--- config.mk ---
export PLATFORM = sky130hd
export DESIGN_NAME = pdp8l_iop_master
export DESIGN_NICKNAME = d
export VERILOG_FILES = /design/src/rtl/pdp8l_pkg.sv /design/src/rtl/pdp8l_iop_master.sv
export SDC_FILE = /design/constraint.sdc
export NUM_CORES = 1
export LEC_CHECK = 0
export CORE_ASPECT_RATIO = 1.75
export CORE_MARGIN = 5
export CORE_UTILIZATION = 45
export DETAILED_ROUTE_END_ITERATION = 8
export PLACE_DENSITY = 0.88
export SLEW_MARGIN = 40
export SYNTH_ARGS = -nofsm -noshare
export SYNTH_HDL_FRONTEND = slang
export SYNTH_SLANG_ARGS = --single-unit
export TNS_END_PERCENT = 1
--- constraint.sdc ---
create_clock -name CLOCK -period 4.95 [get_ports CLOCK]
set_clock_uncertainty 0.2 [all_clocks]
set_input_delay 0.7425 -clock CLOCK [delete_from_list [all_inputs] [get_ports CLOCK]]
set_output_delay 0.7425 -clock CLOCK [all_outputs]
set_load 0.1 [all_outputs]
--- src/rtl/pdp8l_pkg.sv ---
// pdp8l_pkg: shared states and opcode constants for the PDP-8/L IOP master.
package pdp8l_pkg;
  typedef enum logic [2:0] {
    S_IDLE, S_START, S_HOLD, S_SAMPLE, S_STOP, S_CHECK, S_FIN
  } state_t;
  localparam logic [2:0] IOT_GRP = 3'o6;
  localparam logic [11:0] OP_ION = 12'o6001;
  localparam logic [11:0] OP_IOF = 12'o6002;
  localparam int IOPLEN_DEF = 3;
endpackage

--- src/rtl/pdp8l_iop_master.sv ---
// pdp8l_iop_master: sequences one IOT instruction over the device OR-bus.
module pdp8l_iop_master
  import pdp8l_pkg::*;
#(
  parameter int IOPLEN = IOPLEN_DEF
) (
  input  logic        CLOCK,
  input  logic        RESET_N,
  input  logic        CSTEP,
  input  logic        start,
  input  logic [11:0] opcode,
  input  logic [11:0] acin,
  input  logic [11:0] devtocpu,
  input  logic        AC_CLEAR,
  input  logic        IO_SKIP,
  input  logic        INT_RQST,
  output logic        iopstart,
  output logic        iopstop,
  output logic [11:0] ioopcode,
  output logic [11:0] cputodev,
  output logic        busy,
  output logic        done,
  output logic [11:0] acout,
  output logic        skip,
  output logic        illop,
  output logic        buserr,
  output logic        intreq
);
  state_t state, nxt;
  logic [11:0] op, ac;
  logic [3:0] cnt;
  logic ien, iot, dev, bus;
  assign iot = op[11:9] == IOT_GRP;
  // 600x opcodes are processor-internal and never reach the bus
  assign dev = iot && op[8:3] != 6'd0;
  assign bus = dev && state inside {S_START, S_HOLD, S_SAMPLE, S_STOP, S_CHECK};
  assign iopstart = dev && state == S_START;
  assign iopstop = state == S_STOP;
  assign ioopcode = bus ? op : '0;
  assign cputodev = bus ? ac : '0;
  assign busy = state != S_IDLE;
  assign done = state == S_FIN;
  always_comb begin
    nxt = state;
    case (state)
      S_IDLE:   nxt = start ? S_START : S_IDLE;
      S_START:  nxt = !CSTEP ? S_START : dev ? S_HOLD : S_FIN;
      S_HOLD:   nxt = (CSTEP && cnt == 4'(IOPLEN - 1)) ? S_SAMPLE : S_HOLD;
      S_SAMPLE: nxt = CSTEP ? S_STOP : S_SAMPLE;
      S_STOP:   nxt = CSTEP ? S_CHECK : S_STOP;
      S_CHECK:  nxt = CSTEP ? S_FIN : S_CHECK;
      S_FIN:    nxt = S_IDLE;
      default:  nxt = S_IDLE;
    endcase
  end
  always_ff @(posedge CLOCK or negedge RESET_N) begin
    if (!RESET_N) begin
      state  <= S_IDLE;
      op     <= '0;
      ac     <= '0;
      cnt    <= '0;
      ien    <= 1'b0;
      acout  <= '0;
      skip   <= 1'b0;
      illop  <= 1'b0;
      buserr <= 1'b0;
      intreq <= 1'b0;
    end else begin
      state  <= nxt;
      intreq <= INT_RQST && ien;
      case (state)
        S_IDLE: if (start) begin
          op     <= opcode;
          ac     <= acin;
          skip   <= 1'b0;
          illop  <= 1'b0;
          buserr <= 1'b0;
        end
        S_START: begin
          cnt <= '0;
          if (CSTEP && !dev) begin
            acout <= ac;
            illop <= op != OP_ION && op != OP_IOF;
            ien   <= op == OP_ION ? 1'b1 : op == OP_IOF ? 1'b0 : ien;
          end
        end
        S_HOLD: if (CSTEP) cnt <= cnt + 4'd1;
        S_SAMPLE: if (CSTEP) begin
          acout <= (AC_CLEAR ? 12'd0 : ac) | devtocpu;
          skip  <= IO_SKIP;
        end
        S_CHECK: if (CSTEP) buserr <= (devtocpu != 12'd0) || AC_CLEAR || IO_SKIP;
        default: ;
      endcase
    end
  end
endmodule

==> flow_summary.yaml <==
setup_path:
  regToRegStartpoint: "op[3]"
  path_class: "reg -> out"
  worst-r2r-setup-slack_ps: 2570
  path_max_fanout: 17
  startpoint: "state[1]"
  worst_r2r_path_depth: 4
  r2r_end: "ien"
  start_kind: "flip-flop"
  crit_arrival_ps: 2790
  end_kind: "output pin"
  crit_required_ps: 4010
  worstSetupEndpoint: "cputodev[6]"
logic_synthesis:
  synth_area_leaders: "dfrtp_1 (51%), mux2_2 (11%), o21ai_0 (6.6%)"
  ys_seq_area_share_pct: 50.9
  synth_nets: 273
  syn_area_per_cell_um2: 10.4
  syn_area_um2: 2360
  ys.flop_type: "dfrtp_1"
  syn_inst: 228
  synth-seq-cells: 48
  synth_edf_count: 0
  yosysWarnings: 0
  async_reset_ff_share_pct: 100
  synth_cell_types: 37
  yosys.area.top_type_share_pct: 50.9
  yosysTopAreaCell: "dfrtp_1"
grt:
  antenna_found_initial: 0
  grt_pass1_vias: 2039
  overflow: 0
  grt_pass1_wl_mm: 9.70
  grt_max_degree: 49
  grt_util_all_layers_pct: 18.7
timing:
  rsz0062_at_grt: "no"
  post-route-min-period_ps: 3730
  finalSetupViolations: 0
  fmax_mhz: 268
  slew_violations: 0
  fin_crit_sh_pct: 75.4
  slew_headroom_pct: 56.3
  tightestPinTransition_ps: 655
  tns_ps: 0
  hold_slack_ps: 240
  final_hold_viol_count: 0
finish:
  fin_area_um2: 3170
  antenna_cells: 0
  fillCellCount: 449
  layout-area-overhead-vs-synth_pct: 34.3
  most-common-layout-cells: "dfrtp_1 (48), clkdlybuf4s50_1 (41), o21ai_0 (31)"
  final_nets: 351
  final_common_cell: "dfrtp_1"
  drive_gt1_share_pct: 26.1
placement:
  dpl-instance-area_um2: 3050
  numPortBuffers: 85
  gp_congestion: 0.814
  dpl.hpwl_mm: 4.67
drt:
  post-route-drc-count: 0
  vias_per_cell: 5.55
  drt-initial-drc-count: 84
  dr.pass1.iters: 5
  ant_nets: 0
  drt-total-wl_mm: 6.11
  vias: 2010
  detail_route.wl_per_cell_um: 16.9
clock_network:
  cts_made_buffers: 5
  hold_buffers: 0
  cts.sinks: 48
  cts.clk_slew.worst_paths_ps: 90
  worstSkewPairLatency_ps: 310
  tritoncts: "yes"
  clockRootBuffer: "clkbuf_8"
  cts_resized: 0
  cts_buffer_depth: 2
  htreeDepth: 2
  post_cts_buffers: 0
floorplan:
  die_w_um: 64.8
  core_area_um2: 5170
  initial_utilization_pct: 45.7
  ios: 87
  die_area_um2: 6850
  die_h_um: 106
  rows: 35
worst_hold_path:
  hold_path.class: "in -> async"
job:
  cap_violations: 0
status:
  status: "finished clean"
## synthesized netlist by cell type, drive strengths merged, types with 2 or more instances
master	n
buf	4
nor3	9
a21oi	5
a22oi	12
nand4	3
clkbuf	11
nand2	7
nor2b	2
or2	2
inv	5
dfrtp	48
o22ai	2
o21ai	33
and2	23
o21a	2
ha	2
nor2	11
nor3b	2
nor4	4
mux2	25
nand2b	4
## cells by family after synthesis
family | Yosys count | share of synthesized area (%)
AND/OR/NAND/NOR | 73 | 17.7
adder cells (fa/ha/maj) | 2 | 1.06
other | 1 | 0.159
multiplexers | 25 | 11.9
XOR/XNOR | 1 | 0.371
buffers and inverters | 20 | 3.50
flip-flops | 48 | 50.9
AO/OA/AOI/OAI | 58 | 14.4
## routing by layer
| layer | vias up | global-route usage [%] | wire length [um] |
|---|---|---|---|
| li1 | 968 | - | - |
| met1 | 955 | 19.5 | 2110 |
| met2 | 73 | 33.4 | 3400 |
| met3 | 14 | 5.33 | 385 |
| met4 | 0 | 8.77 | 208 |
| met5 | - | 0 | 0 |
## layout make-up
type	count	area, um2	area share, %
flip-flops and latches	48	1200	37.9
clock inverters	2	38.8	1.22
multi-input cells	160	1080	34.1
clock buffers	6	82.6	2.60
inverters	5	18.8	0.592
repair buffers	86	681	21.5
well taps	55	68.8	2.17
## critical path, stage by stage, from the launching register on
cell     delay, ps
dfrtp_1        630
nor3_1         140
nor3b_1        590
nor2b_2        580
and2_1         240
buf_4          300
## per-stage QoR
stage	util [%]	cells	setup WS (ps)
2_1_floorplan	-	228	1130
3_5_place_dp	59.0	354	1340
5_1_grt	61.4	362	938
3_3_place_gp	61.5	354	1470
4_1_cts	61.3	362	1010
6_report	61.4	362	1220
## registers in the layout, indices dropped and copies added, names as in the netlist
name / count
ac: 12
state: 3
cnt: 4
illop: 1
buserr: 1
op: 12
skip: 1
acout: 12
ien: 1
intreq: 1
## worst min-delay path by stage
stage / from / to / depth (start not counted)
floorplan: RESET_N / ac[0] / 0
global placement: op[9] / op[9] / 1
detailed placement: acout[1] / acout[1] / 2
CTS: RESET_N / op[11] / 1
global route: RESET_N / intreq / 1
finish: RESET_N / cnt[0] / 1
Power is left out: the tool's default activity adds up to more than one toggle a clock period on the data nets, which glitch-free logic cannot reach.
